--- src/rtl/blast_window_feeder.sv ---
// rtl/blast_window_feeder.sv - sliding 11-base DB window feeder for the BLAST comparator
// Optional window/stall counters are built when BLAST_FEEDER_STATS_EN is defined.
module blast_window_feeder #(
  parameter int WORD_BASES = 16,
  parameter int WIN_BASES  = 11,
  parameter int POS_W      = 32
) (
  input  logic                    clk,
  input  logic                    rst,
  input  logic [2*WIN_BASES-1:0]  query_in,
  input  logic                    query_load,
  input  logic                    start,
  input  logic [2*WORD_BASES-1:0] s_data,
  input  logic                    s_valid,
  input  logic                    s_last,
  output logic                    s_ready,
  output logic [2*WIN_BASES-1:0]  outQuery,
  output logic [2*WIN_BASES-1:0]  outDB,
  output logic [POS_W-1:0]        out_pos,
  output logic                    out_valid,
  output logic                    out_last,
  input  logic                    out_ready,
  output logic                    done
`ifdef BLAST_FEEDER_STATS_EN
  ,
  output logic [31:0]             win_count,
  output logic [31:0]             stall_cycles
`endif
);

  localparam int BUF_BASES = WIN_BASES - 1 + WORD_BASES;
  localparam int BUF_W     = 2 * BUF_BASES;
  localparam int WIN_W     = 2 * WIN_BASES;
  localparam int WORD_W    = 2 * WORD_BASES;
  localparam int FILL_W    = $clog2(BUF_BASES + 1);
  localparam logic [FILL_W-1:0] WIN_F  = FILL_W'(WIN_BASES);
  localparam logic [FILL_W-1:0] WORD_F = FILL_W'(WORD_BASES);

  typedef enum logic [1:0] {IDLE, RUN, DONE} state_t;

  state_t            state, state_nx;
  logic [BUF_W-1:0]  base_buf, bases_nx, shifted, word_ext;
  logic [FILL_W-1:0] fill, fill_nx, kept;
  logic              last_seen, emit, accept;

  always_comb begin
    state_nx  = state;
    out_valid = 1'b0;
    out_last  = 1'b0;
    s_ready   = 1'b0;
    done      = 1'b0;
    case (state)
      IDLE: if (start) state_nx = RUN;
      RUN: begin
        out_valid = (fill >= WIN_F);
        out_last  = out_valid && last_seen && (fill == WIN_F);
        // A word may land on a full window only if that window leaves this cycle.
        s_ready   = !last_seen && ((fill < WIN_F) || ((fill == WIN_F) && out_ready));
        if (out_valid && out_ready && out_last) state_nx = DONE;
      end
      DONE: begin
        done     = 1'b1;
        state_nx = IDLE;
      end
      default: state_nx = IDLE;
    endcase
  end

  assign emit     = out_valid && out_ready;
  assign accept   = s_valid && s_ready;
  assign kept     = fill - {{(FILL_W-1){1'b0}}, emit};
  assign shifted  = emit ? {base_buf[BUF_W-3:0], 2'b00} : base_buf;
  assign word_ext = {s_data, {(BUF_W-WORD_W){1'b0}}};
  // Bits past fill are always zero, so the new word can be OR-ed in behind the kept bases.
  assign bases_nx = accept ? (shifted | (word_ext >> {kept, 1'b0})) : shifted;
  assign fill_nx  = accept ? (kept + WORD_F) : kept;
  assign outDB    = base_buf[BUF_W-1 -: WIN_W];

  always_ff @(posedge clk or posedge rst) begin
    if (rst) state <= IDLE;
    else     state <= state_nx;
  end

  always_ff @(posedge clk or posedge rst) begin
    if (rst) begin
      base_buf  <= '0;
      fill      <= '0;
      out_pos   <= '0;
      last_seen <= 1'b0;
      outQuery  <= '0;
    end else if (state == IDLE) begin
      if (query_load) outQuery <= query_in;
      if (start) begin
        base_buf  <= '0;
        fill      <= '0;
        out_pos   <= '0;
        last_seen <= 1'b0;
      end
    end else if (state == RUN) begin
      base_buf <= bases_nx;
      fill     <= fill_nx;
      if (emit) out_pos <= out_pos + POS_W'(1);
      if (accept && s_last) last_seen <= 1'b1;
    end
  end

`ifdef BLAST_FEEDER_STATS_EN
  always_ff @(posedge clk or posedge rst) begin
    if (rst) begin
      win_count    <= '0;
      stall_cycles <= '0;
    end else if (state == IDLE) begin
      if (start) begin
        win_count    <= '0;
        stall_cycles <= '0;
      end
    end else if (state == RUN) begin
      if (emit && (win_count != '1)) win_count <= win_count + 32'd1;
      if (out_valid && !out_ready && (stall_cycles != '1)) stall_cycles <= stall_cycles + 32'd1;
    end
  end
`endif

endmodule

--- config.mk ---
export PLATFORM = sky130hd
export DESIGN_NAME = blast_window_feeder
export DESIGN_NICKNAME = d
export VERILOG_FILES = /design/src/rtl/blast_window_feeder.sv
export SDC_FILE = /design/constraint.sdc
export NUM_CORES = 1
export LEC_CHECK = 0
export CORE_ASPECT_RATIO = 1.25
export CORE_MARGIN = 10
export CORE_UTILIZATION = 38
export DETAILED_ROUTE_END_ITERATION = 12
export SLEW_MARGIN = 20
export SYNTH_ARGS = -nofsm -noshare
export SYNTH_HDL_FRONTEND = slang
export SYNTH_SLANG_ARGS = --single-unit
--- constraint.sdc ---
create_clock -name clk -period 4.2 [get_ports clk]
set_clock_uncertainty 0.2 [all_clocks]
set_input_delay 0.63 -clock clk [delete_from_list [all_inputs] [get_ports clk]]
set_output_delay 0.63 -clock clk [all_outputs]
set_load 0.005 [all_outputs]
== Yosys cells after proc, flatten, opt, wreduce, memory -nomap -nowiden ==
Cells that the tools add are included.
Cells by class
  reduce and logical (&&, ||, !) cells: 20
  bitwise gates (word level): 1
  shift-type cells: 1
  $add $sub $neg: 3
  order comparisons: 2
  multiplexer cells: 24
  eq/ne operators: 5
Operators with widths (count)
  two-way mux 52 bit: 5
  two-way mux 32 bit: 4
  bitwise OR 52 bit: 1
  >> shifter 52 x 6 -> 52 bit: 1
  adder 32 x 1 -> 32 bit (second input constant): 1
  two-way mux 5 bit: 4
  logical AND 1 bit: 9
  two-way mux 1 bit: 8
  AND reduction 2 bit: 3
  AND reduction 3 bit: 2
  nonzero test 2 bit: 3
  adder 5 bit (second input constant): 1
  equality test 5 x 4 -> 1 bit (second input constant): 1
  >= comparator 5 x 4 -> 1 bit (second input constant): 1
  less-than comparator 5 x 4 -> 1 bit (second input constant): 1
  subtractor 5 x 1 -> 5 bit: 1
  two-way mux 2 bit: 2
  != test 2 bit (second input constant): 2
  one-hot mux 2 bit (2 select lines): 1
  equality test 2 x 1 -> 1 bit (second input constant): 1
  equality test 2 bit (second input constant): 1
  zero test 2 bit: 1
  zero test 1 bit: 1
  logical OR 1 bit: 1
Word-level totals
  logic and storage cells: 62
  output and inout port bits: 80
  flip-flop bits (word level): 114
  input bits: 61

== Longest topological paths before layout ==
Gate-level depths: netlist of the first run.
  depth after elaboration: 10
  gate-level depth with buffers: 13

== Worst setup path after synthesis of the first run ==
No wires, ideal clock.
  path kind: reg2reg
  from: reg state[1]
  to: reg base_buf[31]
  library setup time: 136 ps
  stages on the path, launching flop included: 14
  setup slack: 464 ps
  required time: 3864 ps
  arrival time: 3400 ps
  path through: dfrtp_1 > and2b_4 > nand4_1 > inv_2 > clkbuf_1 > ha_1 > buf_2 > buf_2 > buf_2 > mux2_2 > mux2i_1 > nor4_1 > a221oi_1 > o21ai_0
On the way
  cells in the longest elaborated chain, start to end: 9
RTL lines
  start: declaration: line 41  | state_t state, state_nx;
  start signal: assignment: line 81  | else state <= state_nx;
  equality test 2 x 1 -> 1 bit: line 52, 99
  two-way mux 1 bit: line 52  | case (state)
  logical AND 1 bit: line 69  | assign emit = out_valid && out_ready;
  subtractor 5 x 1 -> 5 bit: line 71  | assign kept = fill - {{(FILL_W-1){1'b0}}, emit};
  >> shifter 52 x 6 -> 52 bit: line 75  | assign bases_nx = accept ? (shifted | (word_ext >> {kept, 1'b0})) : shifted;
  bitwise OR 52 bit: line 75
  two-way mux 52 bit: line 75
  two-way mux 52 bit: line 99  | end else if (state == RUN) begin
  two-way mux 52 bit: line 91  | end else if (state == IDLE) begin
  end signal: assignment: line 100  | base_buf <= bases_nx;
  end: declaration: line 42  | logic [BUF_W-1:0] base_buf, bases_nx, shifted, word_ext;
Parallel ways exist; a longest one is shown, timed or not. The select of a mux whose other input is x is not followed.
A chain may end at the register's enable or synchronous reset.

== Final worst setup path of the first run ==
  from: reg state[1]
  to: reg base_buf[51]
The elaborated chain is that of the path after synthesis.

==> flow_summary.toml, run 1 <==
[placement]
gp_congestion = 0.938
placed_area_um2 = 8840
port_buffers = 140
dpl.hpwl_um = 17400
pre_cts_ws_ns = 0.253
place_inst = 1076

[power]
vdd_drop_max_mv = 0.449
total_power_mw = 7.69
leakagePower_nw = 3.84
p_per_area_nw_per_um2 = 814

[cells_and_area]
num_antenna_cells = 0
stdcell_count = 1108
final_cell_area_um2 = 9450
drive_gt1_share_pct = 18.0
final_nets = 927
utilization_pct = 50.5
n_fill_cell = 1721
area_delta_synth_final_pct = 31.1

[clock_tree]
clk_transition_reported_paths_ns = 0.06
cts_buffers = 17
worstSkewPairLatency_ns = 0.40
htree_levels = 4
cts_tree = "built"
postCtsResizedCells = 0
clockBufferDepth = 2
postCtsSetupRepairBufs = 0
ctsHoldBuffers = 0
cts_root_buffer = "clkbuf_16"
cts.sinks = 114

[synth]
synth_compound_area_share_pct = 15.2
synthAdderAreaFrac_pct = 0.521
ys_top_cells_by_area = "dfrtp_1 (40%), mux2_2 (8.7%), mux4_2 (5.9%)"
netlist_area_um2 = 7210
yosysMostFrequentCell = "dfrtp_1"
synth_top_area_share_pct = 39.6
ys.flop_type = "dfrtp_1"
synth_cell_types = 59
syn-instance-count = 744
synthesis.nets = 808
yosys.area_share.simple_pct = 17.2
synth-xor-area-share_pct = 3.16
async_reset_ff_share_pct = 100
avgSynthCellArea_um2 = 9.69
synth_top_family_by_area = "multiplexers"
yosysSeqAreaShare_pct = 39.6
synth.largest_area_cell = "dfrtp_1"
synth-edff-count = 0
synth_seq_cells = 114
synthMuxAreaShare_pct = 18.4
yosys_warnings = 0
synth_common_cells = "dfrtp_1 (114), a21oi_1 (65), nor2_1 (57), mux2_2 (56), o21ai_0 (52)"

[global_routing]
grt_max_degree = 63
grt_first_pass_wirelength_um = 37100
grt_busiest_layer = "met2"
first_global_vias = 6518
grt_overflow = 0
grtUsageMet3_pct = 3.11
antenna_found_initial = 0
track_usage_pct = 18.5
grt_use_met1_pct = 24.4
grt_use_met2_pct = 29.8

[floorplan]
rows = 56
die_w_um = 143
core_um2 = 18700
initial_core_util_pct = 38.5
num_io_pins = 141
dieArea_um2 = 24900
die_h_um = 174

[route]
first_pass_iters = 5
wl_per_cell_um = 21.1
ant_nets = 0
wl_um = 23300
post-route-drc-count = 0
drtIter0Drc = 517
avgViaCountPerCell = 5.78
vias = 6408

[sta]
tns_ns = 0
finalCriticalPeriod_ns = 3.66
hold_slack_ns = 0.282
fmax_mhz = 273
final.period_utilization_pct = 87.1
tightestPinTransition_ns = 1.13
rsz0062_at_grt = "false"
timing.final.ws_setup_ns = 0.542
setup_violations = 0
finalHoldViolations = 0
max_slew_margin_pct = 23.7
drv_slew = 0

[worst_hold_path]
hold_depth = 2
min_path_type = "flip-flop to flip-flop"

[worst_setup_path]
r2r-start = "state[1]"
cp-startpoint = "state[1]"
arrival_ns = 3.78
critPathCapture = "base_buf[51]"
crit_type = "flip-flop to flip-flop"
ff2ff_path_depth = 10
required_ns = 4.33
reg2reg_slack_ns = 0.54
cp_max_fo = 39
worst_r2r_endpoint = "base_buf[51]"
cp-start-kind = "flip-flop"
end_kind = "flip-flop"

[job]
drv_cap = 0

[run_status]
status = "finished clean"
flip-flops by register name, summed over array words and instances, names as in the netlist:
name and flops:
base_buf 52, out_pos 32, outQuery 22, fill 5, state 2, last_seen 1
metal layers:
metal | share of wire (%) | up-vias
li1 | - | 2996
met1 | 44 | 3150
met2 | 48 | 227
met3 | 5.6 | 35
met4 | 2.6 | 0
met5 | 0 | -
critical path: stages, from the launching register on:
cell and delay [ns]:
dfrtp_1 0.46, and2b_4 0.37, nand4_1 0.18, inv_2 0.12
ha_1 0.22, nor2b_1 0.34, xor2_2 0.14, buf_12 0.20
nor4_1 0.96, a21oi_1 0.16, a21oi_1 0.19
cell type report:
| cell class | count | area, µm² | area share, % |
|---|---|---|---|
| Clock inverter | 11 | 160 | 1.69 |
| Multi-Input combinational cell | 547 | 3970 | 42.1 |
| Inverter | 8 | 32.5 | 0.344 |
| Clock buffer | 21 | 450 | 4.77 |
| Timing Repair Buffer | 175 | 1690 | 17.9 |
| Tap cell | 232 | 290 | 3.07 |
| Sequential cell | 114 | 2850 | 30.2 |
how the worst min path moves through the flow:
stage,start,to,slack (ns)
after floorplan,base_buf[1],base_buf[3],0.25
after global placement,base_buf[1],base_buf[3],0.26
after detailed placement,base_buf[0],base_buf[0],0.27
after CTS,base_buf[0],base_buf[0],0.28
after global routing,base_buf[18],base_buf[20],0.32
final,base_buf[0],base_buf[0],0.28
cells in the final DEF (no fill, tap or decap), types with 11 or more instances in the layout:
cell type / instances
a21oi_1: 65
and3_1: 23
buf_4: 33
clkbuf_16: 17
clkdlybuf4s50_1: 140
dfrtp_1: 114
mux2_2: 56
mux2i_1: 27
mux4_2: 19
nand2_1: 47
nand3_1: 27
nor2_1: 57
nor4_1: 11
o21ai_0: 52
xnor2_1: 12
report_power, final:
part	leakage [nW]	total (mW)	switching [mW]	internal, mW
sequential	1.44	1.78	0.277	1.50
combinational	2.10	4.40	2.31	2.09
clock	0.297	1.51	0.508	1.00
logic make-up after synthesis:
family / count (synthesis)
fa+ha+maj: 3
xor+xnor: 26
flops: 114
simple gates: 236
compound gates: 180
buf+inv: 83
mux: 102
No activity file was read; power rests on OpenSTA's default activity.
==> run 2, diff against run 1 <==
--- a/config.mk
+++ b/config.mk
@@ -9,6 +9,7 @@
 export CORE_MARGIN = 10
 export CORE_UTILIZATION = 38
 export DETAILED_ROUTE_END_ITERATION = 12
+export PLACE_DENSITY = 0.66
 export SLEW_MARGIN = 20
 export SYNTH_ARGS = -nofsm -noshare
 export SYNTH_HDL_FRONTEND = slang
==> flow_summary.toml, run 2 (synthesis results as in run 1) <==
[cells_and_area]
layout_commonest_cell = "clkdlybuf4s50_1"
area_delta_synth_final_pct = 30.8
final_cell_mix = "clkdlybuf4s50_1 (140), dfrtp_1 (114), a21oi_1 (65)"
largest_register_ffs = 52
drive_gt1_share_pct = 17.5
largest_register = "base_buf"
final_cell_area_um2 = 9430
reg_top3 = "base_buf (52), out_pos (32), outQuery (22)"
num_antenna_cells = 0
final_nets = 924

[route]
wl_um = 22800
vias = 6444
ant_nets = 0
wl_per_cell_um = 20.6
avgViaCountPerCell = 5.83
drtIter0Drc = 541
first_pass_iters = 6
post-route-drc-count = 0

[sta]
rsz0062_at_grt = "false"
finalCriticalPeriod_ns = 3.67
max_slew_margin_pct = 30.1
fmax_mhz = 273
hold_slack_ns = 0.278
drv_slew = 0
timing.final.ws_setup_ns = 0.534
final.period_utilization_pct = 87.3
tns_ns = 0
finalHoldViolations = 0
setup_violations = 0
tightestPinTransition_ns = 1.04

[placement]
pre_cts_ws_ns = 0.218
gp_congestion = 0.950
port_buffers = 140
placed_area_um2 = 8840
dpl.hpwl_um = 16700

[clock_tree]
cts_buffers = 17
worstSkewPairLatency_ns = 0.41
clockBufferDepth = 2
cts_root_buffer = "clkbuf_16"
cts_tree = "built"
htree_levels = 4
postCtsResizedCells = 0
cts.sinks = 114
postCtsSetupRepairBufs = 0
ctsHoldBuffers = 0
clk_transition_reported_paths_ns = 0.06

[floorplan]
core_um2 = 18700
die_h_um = 174
dieArea_um2 = 24900
initial_core_util_pct = 38.5
num_io_pins = 141
die_w_um = 143
rows = 56

[worst_setup_path]
reg2reg_slack_ns = 0.53
end_kind = "flip-flop"
crit_path_max_incr_delay_ns = 0.80
cp_max_fo = 18
critPathTopFamily = "compound AO/OA/AOI/OAI gates"
cp-start-kind = "flip-flop"
arrival_ns = 3.75
crit_type = "flip-flop to flip-flop"
required_ns = 4.28
cp_slowest_cell = "xnor2_2"
crit_chain = "a211o_2 > nand4_1 > inv_2 > ha_2 > xnor2_2 > buf_4 > mux4_2 > a2111oi_0 > o22ai_1"
path_buf_inv = 2

[global_routing]
grt_first_pass_wirelength_um = 36000
antenna_found_initial = 0
grt_max_degree = 63
first_global_vias = 6374
track_usage_pct = 18.2
grt_overflow = 0

[run_status]
status = "finished clean"

[power]
p_per_area_nw_per_um2 = 806
power_frac_seq_pct = 23.4
intPower_mw = 4.53
vdd_drop_max_mv = 0.495
switching_share_pct = 40.5
total_power_mw = 7.60
clkPwrFrac_pct = 19.2
leakagePower_nw = 3.82
p_sw_mw = 3.08
pwr-share-comb_pct = 57.5

[job]
drv_cap = 0

[worst_hold_path]
min_path_type = "flip-flop to flip-flop"
==> run 2: stage by stage <==
stage                     util [%]  instances
final                         50.4       1105
after global routing          50.4       1105
after CTS                     50.4       1105
after detailed placement      47.3       1073
after global placement        47.3       1073
after floorplan                  -        744
==> run 2: metal layers <==
layer / vias to the layer above / global-route usage (%) / part of all wire [%]
li1: 3000 / - / -
met1: 3124 / 23.1 / 42
met2: 282 / 28.9 / 48
met3: 38 / 4.80 / 7.4
met4: 0 / 6.24 / 2.3
met5: - / 0 / 0
==> run 2: power groups by stage <==
stage,Combinational [mW],Clock [mW],Sequential [mW]
2_1_floorplan,2.85,0,1.72
3_3_place_gp,4.32,0,1.79
3_5_place_dp,4.33,0,1.79
4_1_cts,4.35,1.49,1.78
5_1_grt,4.70,1.54,1.83
6_report,4.37,1.46,1.78
==> run 2: layout make-up <==
type                       instances  area, µm²
clock inverter                     9        131
multi-input combinational        547       3990
inverter                           8       32.5
tap                              232        290
sequential                       114       2850
clock buffer                      23        458
timing repair buffer             172       1680
fill                            1759       9280
==> run 2: final timing paths <==
check / from / endpoint / cells after the start
max: fill[0] / base_buf[19] / 9
min: base_buf[0] / base_buf[0] / 2
max reg2reg: fill[0] / base_buf[19] / 9
min reg2reg: base_buf[0] / base_buf[0] / 2
max in group asynchronous: rst / base_buf[28] / 3
min in group asynchronous: rst / outQuery[0] / 2
==> run 2: tightest hold or removal path, cell delays in order, from the launching register on <==
cell     delay (ns)
dfrtp_1        0.34
nand2_1        0.05
o21ai_0        0.06
